$ cat src/rtl/frame_stream_egress.sv
// Buffers the backpressure-free coprocessor output stream in a FIFO and re-emits it as an
// AXI4-Stream master. On overflow a frame is truncated or dropped, so frames are never merged.
module frame_stream_egress #(
    parameter int DATA_WIDTH = 32,
    parameter int FIFO_DEPTH = 32,
    parameter int CNT_WIDTH  = 16
) (
    input  logic                          masterClock,
    input  logic                          reset,
    input  logic [DATA_WIDTH-1:0]         dataIn,
    input  logic                          dataInAvailable,
    input  logic                          endOfFrameIn,
    output logic [DATA_WIDTH-1:0]         m_axis_tdata,
    output logic                          m_axis_tvalid,
    input  logic                          m_axis_tready,
    output logic                          m_axis_tlast,
    output logic [$clog2(FIFO_DEPTH):0]   fifoLevel,
    output logic [CNT_WIDTH-1:0]          frameCount,
    output logic [CNT_WIDTH-1:0]          lastFrameLength,
    output logic                          overflow,
    input  logic                          overflowClear
);

    localparam int AW = $clog2(FIFO_DEPTH);
    localparam int LW = AW + 1;
    localparam logic [LW-1:0]        LVL_FULL = LW'(FIFO_DEPTH);
    localparam logic [LW-1:0]        LVL_LAST = LW'(FIFO_DEPTH - 1);
    localparam logic [CNT_WIDTH-1:0] CNT_MAX  = {CNT_WIDTH{1'b1}};

    typedef enum logic {
        ST_ACCEPT  = 1'b0,
        ST_DISCARD = 1'b1
    } state_t;

    state_t                r_state;
    state_t                w_state_nxt;
    logic [DATA_WIDTH:0]   r_mem [FIFO_DEPTH];
    logic [AW-1:0]         r_wr_ptr;
    logic [AW-1:0]         r_rd_ptr;
    logic [LW-1:0]         r_level;
    logic                  r_overflow;
    logic [CNT_WIDTH-1:0]  r_beat_cnt;
    logic [CNT_WIDTH-1:0]  r_frame_cnt;
    logic [CNT_WIDTH-1:0]  r_last_len;

    logic                  w_valid;
    logic                  w_pop;
    logic                  w_push;
    logic                  w_push_eof;
    logic                  w_ovf_set;
    logic [DATA_WIDTH:0]   w_head;

    assign w_valid = (r_level != '0);
    assign w_pop   = w_valid & m_axis_tready;
    assign w_head  = r_mem[r_rd_ptr];

    always_ff @(posedge masterClock or posedge reset) begin
        if (reset) begin
            r_state <= ST_ACCEPT;
        end else begin
            r_state <= w_state_nxt;
        end
    end

    // Accept/drop decisions look only at the level before this edge; a concurrent pop never
    // makes room for the incoming word.
    always_comb begin
        w_state_nxt = r_state;
        w_push      = 1'b0;
        w_push_eof  = endOfFrameIn;
        w_ovf_set   = 1'b0;
        if (dataInAvailable) begin
            unique case (r_state)
                ST_ACCEPT: begin
                    if (r_level < LVL_LAST) begin
                        w_push = 1'b1;
                    end else if (r_level == LVL_LAST) begin
                        w_push = 1'b1;
                        if (!endOfFrameIn) begin
                            w_push_eof  = 1'b1;
                            w_ovf_set   = 1'b1;
                            w_state_nxt = ST_DISCARD;
                        end
                    end else begin
                        w_ovf_set = 1'b1;
                        if (!endOfFrameIn) begin
                            w_state_nxt = ST_DISCARD;
                        end
                    end
                end
                ST_DISCARD: begin
                    if (endOfFrameIn) begin
                        w_state_nxt = ST_ACCEPT;
                    end
                end
                default: w_state_nxt = ST_ACCEPT;
            endcase
        end
    end

    always_ff @(posedge masterClock) begin
        if (w_push) begin
            r_mem[r_wr_ptr] <= {w_push_eof, dataIn};
        end
    end

    always_ff @(posedge masterClock or posedge reset) begin
        if (reset) begin
            r_wr_ptr <= '0;
            r_rd_ptr <= '0;
            r_level  <= '0;
        end else begin
            if (w_push) begin
                r_wr_ptr <= r_wr_ptr + AW'(1);
            end
            if (w_pop) begin
                r_rd_ptr <= r_rd_ptr + AW'(1);
            end
            unique case ({w_push, w_pop})
                2'b10:   r_level <= r_level + LW'(1);
                2'b01:   r_level <= r_level - LW'(1);
                default: r_level <= r_level;
            endcase
        end
    end

    always_ff @(posedge masterClock or posedge reset) begin
        if (reset) begin
            r_overflow <= 1'b0;
        end else if (w_ovf_set) begin
            r_overflow <= 1'b1;
        end else if (overflowClear) begin
            r_overflow <= 1'b0;
        end
    end

    // Beat counter saturates with the length it feeds so very long frames report all-ones.
    always_ff @(posedge masterClock or posedge reset) begin
        if (reset) begin
            r_beat_cnt  <= '0;
            r_frame_cnt <= '0;
            r_last_len  <= '0;
        end else if (w_pop) begin
            if (w_head[DATA_WIDTH]) begin
                r_last_len  <= (r_beat_cnt == CNT_MAX) ? CNT_MAX : r_beat_cnt + CNT_WIDTH'(1);
                r_beat_cnt  <= '0;
                r_frame_cnt <= r_frame_cnt + CNT_WIDTH'(1);
            end else if (r_beat_cnt != CNT_MAX) begin
                r_beat_cnt <= r_beat_cnt + CNT_WIDTH'(1);
            end
        end
    end

    assign m_axis_tvalid   = w_valid;
    assign m_axis_tdata    = w_valid ? w_head[DATA_WIDTH-1:0] : '0;
    assign m_axis_tlast    = w_valid ? w_head[DATA_WIDTH] : 1'b0;
    assign fifoLevel       = r_level;
    assign frameCount      = r_frame_cnt;
    assign lastFrameLength = r_last_len;
    assign overflow        = r_overflow;

endmodule
$ cat config.mk
export PLATFORM = sky130hd
export DESIGN_NAME = frame_stream_egress
export DESIGN_NICKNAME = d
export VERILOG_FILES = /design/src/rtl/frame_stream_egress.sv
export SDC_FILE = /design/constraint.sdc
export NUM_CORES = 1
export LEC_CHECK = 0
export CORE_ASPECT_RATIO = 2
export CORE_MARGIN = 2
export CORE_UTILIZATION = 35
export DETAILED_ROUTE_END_ITERATION = 7
export PLACE_DENSITY_LB_ADDON = 0.3
export SLEW_MARGIN = 10
export SYNTH_ARGS = -nofsm -noshare
export SYNTH_HDL_FRONTEND = slang
export SYNTH_SLANG_ARGS = --single-unit
$ cat constraint.sdc
create_clock -name masterClock -period 8.64 [get_ports masterClock]
set_clock_uncertainty 0.2 [all_clocks]
set_input_delay 0.864 -clock masterClock [delete_from_list [all_inputs] [get_ports masterClock]]
set_output_delay 0.864 -clock masterClock [all_outputs]
set_load 0.03 [all_outputs]
* After elaboration in Yosys (flattened, before gate mapping)
Memory sizes are Yosys's and may differ from the RTL's. Cells that the tools add are included.
Cells by class: add/sub/neg operators 6, order comparisons 1, equal/unequal tests 5, mux-type cells 25, bitwise logic cells 2, reductions and logical operators 6
Operators by type and width (count):
- two-way mux 16 bit | 3
- adder 16 x 1 -> 16 bit, second input constant | 2
- two-way mux 32 bit | 1
- two-way mux 1 bit | 19
- equality test 16 bit, second input constant | 1
- != test 16 bit, second input constant | 1
- case mux 6 bit (2 select lines) | 1
- adder 5 x 1 -> 5 bit, second input constant | 2
- adder 6 x 1 -> 6 bit, second input constant | 1
- equality test 6 x 5 -> 1 bit, second input constant | 1
- < comparator 6 x 5 -> 1 bit, second input constant | 1
- nonzero test 2 bit | 3
- nonzero test 6 bit | 1
- subtractor 6 x 1 -> 6 bit, second input constant | 1
- AND reduction 2 bit | 2
- equality test 2 x 1 -> 1 bit, second input constant | 1
- equality test 2 bit, second input constant | 1
- case mux 1 bit (2 select lines) | 1
- bitwise AND 1 bit | 1
- inverter 1 bit | 1
Storage, ports and cells: register bits 66, memory bits (writable) 1056, bits of input ports 38, memories 1
Memories:
- r_mem | depth 32, bits a word 33, rd ports 1, clocked after memory_dff 0, write ports 1, RTL line 37 | logic [DATA_WIDTH:0] r_mem [FIFO_DEPTH];

* Depth between registers and ports, before layout
depth in word-level cells 7, gate-level depth with buffers 18, mapped depth without buffers 13

* Least setup slack after synthesis
Ideal clock, no wire load.
path kind input -> register, start in dataInAvailable, end mem r_mem[31][0] in the netlist's numbering, enable pin, setup time 0.423 ns, data arrival time 3.165 ns, data required time 8.017 ns, slack 4.852 ns, cell stages on the path 6, path buffers 2, cells stage by stage nor2b_1 nor2b_1 clkbuf_1 nand2_1 clkbuf_1 nor2_1
Between the ends: cells in the longest elaborated chain, start to end 3
Ends and longest elaborated chain:
- start: declaration | RTL line 11 | input logic dataInAvailable,
- two-way mux 1 bit | RTL line 72 | if (dataInAvailable) begin
- two-way mux 1 bit | RTL line 102 | if (w_push) begin
- two-way mux 1 bit (not written as such) | RTL line 103 | r_mem[r_wr_ptr] <= {w_push_eof, dataIn};
- end: declaration | RTL line 37
Every way passes these cells.

* Worst setup path after layout
start reg r_rd_ptr[1], end out m_axis_tdata[31]
Between the ends: cells in the longest elaborated chain, start to end 2
Ends and longest elaborated chain:
- start: declaration | RTL line 39 | logic [AW-1:0] r_rd_ptr;
- start signal: assignment | RTL line 117 | r_rd_ptr <= r_rd_ptr + AW'(1);
- memory (32 x 33 bit)
- two-way mux 32 bit | RTL line 155 | assign m_axis_tdata = w_valid ? w_head[DATA_WIDTH-1:0] : '0;
- end: declaration | RTL line 13 | output logic [DATA_WIDTH-1:0] m_axis_tdata,
Every way passes these cells.

==> results.cfg <==
[global_route]
grt_usage = 0.167
grt_overflow = 0
grt_pass1_wl_um = 153000
grt_start_max_net_pins = 115
grt_pass1_vias = 21887
antenna_found_initial = 3

[critical_path]
timing.rr.start = r_rd_ptr[1]
critPathRequiredTime_ns = 7.58
crit_fanout = 114
r2r-end = r_beat_cnt[9]
slowest_stage = dfrtp_4
path_common_cell = mux4_2
path_cells = buf_12, mux4_2, mux4_2, mux2i_1, nor2_1, clkdlybuf4s50_1
critPathCaptureType = primary output
cp.arrival_ns = 4.77
path_buf_inv = 2
path_delay_family = multiplexers
crit_type = flip-flop to primary output
cp-start-kind = flip-flop
reg2reg_slack_ns = 4.25
reg2regPathDepth = 8
max_stage_delay_ns = 1.11

[clock_tree]
ctsHoldBuffers = 0
h-tree-depth = 3
cts_root_buf = clkbuf_16
clk_latency_ns = 0.70
cts_made_buffers = 94
clock_sink_count = 1122
post_cts_buffers = 0
cts_tree = done
clk_pin_slew_ns = 0.07
cts_resized = 0
ctsLongestPathBuffers = 3

[sta]
period_minus_slack_ns = 5.84
max_slew.worst_pin.slew_ns = 1.21
finalHoldViolations = 0
rsz0062_at_grt = false
fin_tns_setup_ns = 0
finalSetupViolCount = 0
finalMaxSlewViolations = 0
slew_headroom = 0.196
fin_crit_sh = 0.675
max_freq_mhz = 171

[floorplan]
start_util = 0.353
fp-row-count = 183
die_y_um = 504
io_pins = 111
dieArea_mm2 = 0.128
core-area_mm2 = 0.124
die_width_um = 254

[routing]
antenna_left = 0
drt-total-wl_um = 105000
drc = 0
routedWlPerCell_um = 27.2
dr_total_vias = 20242
first_pass_iters = 5
vias_per_cell = 5.22
drt_iter0_drc = 1623

[synth]
yosysSeqAreaShare = 0.762
yosys_warnings = 0
synth-seq-cells = 1122
synth_cells = 1962
syn-cell-area_mm2 = 0.0438
mappedNetlistNets = 2010
postSynthAreaPerCell_um2 = 22.3
ys_types = 51

[pwr]
ir_drop_mv = 0.275
p_per_area_mw_per_mm2 = 313
p_total_mw = 15.8
leakage_nw = 15.8

[final_layout]
layout.cells.non_filler = 3879
final_util = 0.407
mostFrequentLayoutCells = edfxtp_1 (1,056), mux4_2 (320), clkdlybuf4s50_1 (109)
area_growth_pct = 15.5
num-nets-final = 2182
final_common_cell = edfxtp_1
drive_gt1_frac = 0.270

[job]
drv_cap = 0

[placement]
gp_congestion = 0.749
hpwlAfterDp_um = 60400
numPortBuffers = 110
dp.cells = 3703

[run_status]
outcome = finished, final reports clean

[min_path]
hp-start = frameCount[15]
hold_path.class = flip-flop to flip-flop
min_to = frameCount[15]
holdPathStages = 1
-- synth_stat cells, drive strengths merged --
cell type / count / area, µm²
or2: 1 / 6.26
a22o: 2 / 17.5
o311ai: 6 / 52.6
xor2: 26 / 228
nor2: 83 / 319
clkbuf: 37 / 139
edfxtp: 1056 / 31700
o21a: 1 / 7.51
o21ai: 13 / 65.1
nand2b: 4 / 25.0
nand2: 54 / 203
a21oi: 14 / 70.1
buf: 71 / 398
nor3: 7 / 35.0
mux2i: 49 / 490
inv: 18 / 67.6
o22ai: 4 / 25.0
ha: 10 / 125
o21bai: 1 / 7.51
a32oi: 1 / 8.76
o41ai: 1 / 8.76
nand4: 6 / 37.5
o31ai: 3 / 22.5
a211oi: 1 / 7.51
and2: 3 / 18.8
a31oi: 1 / 6.26
nand3b: 3 / 22.5
nor3b: 4 / 30.0
nor4b: 1 / 8.76
nor4: 7 / 56.3
a21o: 2 / 15.0
and4: 5 / 43.8
a22oi: 9 / 67.6
mux4: 320 / 7210
or3: 1 / 6.26
o211ai: 7 / 52.6
mux2: 17 / 191
or3b: 1 / 8.76
xnor2: 14 / 123
dfrtp: 66 / 1650
nor2b: 8 / 50.1
nand3: 20 / 100
and3: 3 / 18.8
o41a: 1 / 11.3
-- final cells by class --
class | instances | area (µm²)
fill | 10856 | 73500
clock inverter | 57 | 679
antenna | 1 | 2.50
sequential | 1122 | 33400
timing repair buffer | 184 | 1820
inverter | 18 | 67.6
tap | 1665 | 2080
clock buffer | 118 | 2490
multi-input combinational | 714 | 10000
-- logic make-up (layout without fill, tap and decap cells) --
group | count (synthesis) | in the layout | share of synthesized area
buffers and inverters | 126 | 377 | 0.0138
other | 0 | 1 | 0
multiplexers | 386 | 386 | 0.180
flip-flops | 1122 | 1122 | 0.762
XOR/XNOR | 40 | 40 | 0.00800
adder cells (fa/ha/maj) | 10 | 10 | 0.00286
AND/OR/NAND/NOR | 211 | 211 | 0.0226
AO/OA/AOI/OAI | 67 | 67 | 0.0102
-- worst reg2reg max path, stage by stage (launching register included) --
cell and delay (ns):
dfrtp_4 1.11, buf_12 0.68, nor2b_1 0.35, a211oi_1 0.10, nand3_1 0.13, and4_1 0.21
buf_4 0.39, nand3_1 0.52, o311ai_0 0.57
-- registers in the layout, indices dropped and copies added (netlist names) --
signal           count
r_mem             1056
frameCount          16
lastFrameLength     16
r_beat_cnt          16
fifoLevel            6
r_rd_ptr             5
r_wr_ptr             5
overflow             1
r_state              1
-- power breakdown --
part	leakage [nW]	internal, mW	switching [mW]
clock	1.52	2.43	1.98
sequential	10.4	6.14	0.296
combinational	3.95	2.29	2.67
total	15.8	10.9	4.94
-- stage by stage --
stage	worst slack [ns]	cell area [µm²]	hold slack [ns]
2_1_floorplan	4.85	43800	0.297
3_3_place_gp	3.43	47200	0.261
3_5_place_dp	3.40	47400	0.266
4_1_cts	2.65	50600	0.277
5_1_grt	2.61	50600	0.293
6_report	2.80	50600	0.269
-- routing by layer --
layer | GRT usage | vias to the layer above | part of all wire
li1 | - | 8527 | -
met2 | 0.311 | 528 | 0.55
met3 | 0.0250 | 154 | 0.044
met4 | 0.0539 | 4 | 0.026
met5 | 0 | - | 0.00027
met1 | 0.195 | 11029 | 0.38
-- how the worst max path moves through the flow --
stage / startpoint / endpoint / cells past startpoint / slack [ns]
after floorplan: dataInAvailable / r_mem[31][0] / 6 / 4.85
after global placement: r_rd_ptr[1] / m_axis_tdata[31] / 6 / 3.43
after detailed placement: r_rd_ptr[1] / m_axis_tdata[31] / 6 / 3.40
after CTS: r_rd_ptr[1] / m_axis_tdata[31] / 6 / 2.65
after global routing: r_rd_ptr[1] / m_axis_tdata[31] / 6 / 2.61
final: r_rd_ptr[1] / m_axis_tdata[31] / 6 / 2.80
Power figures use the tool's default switching activity.
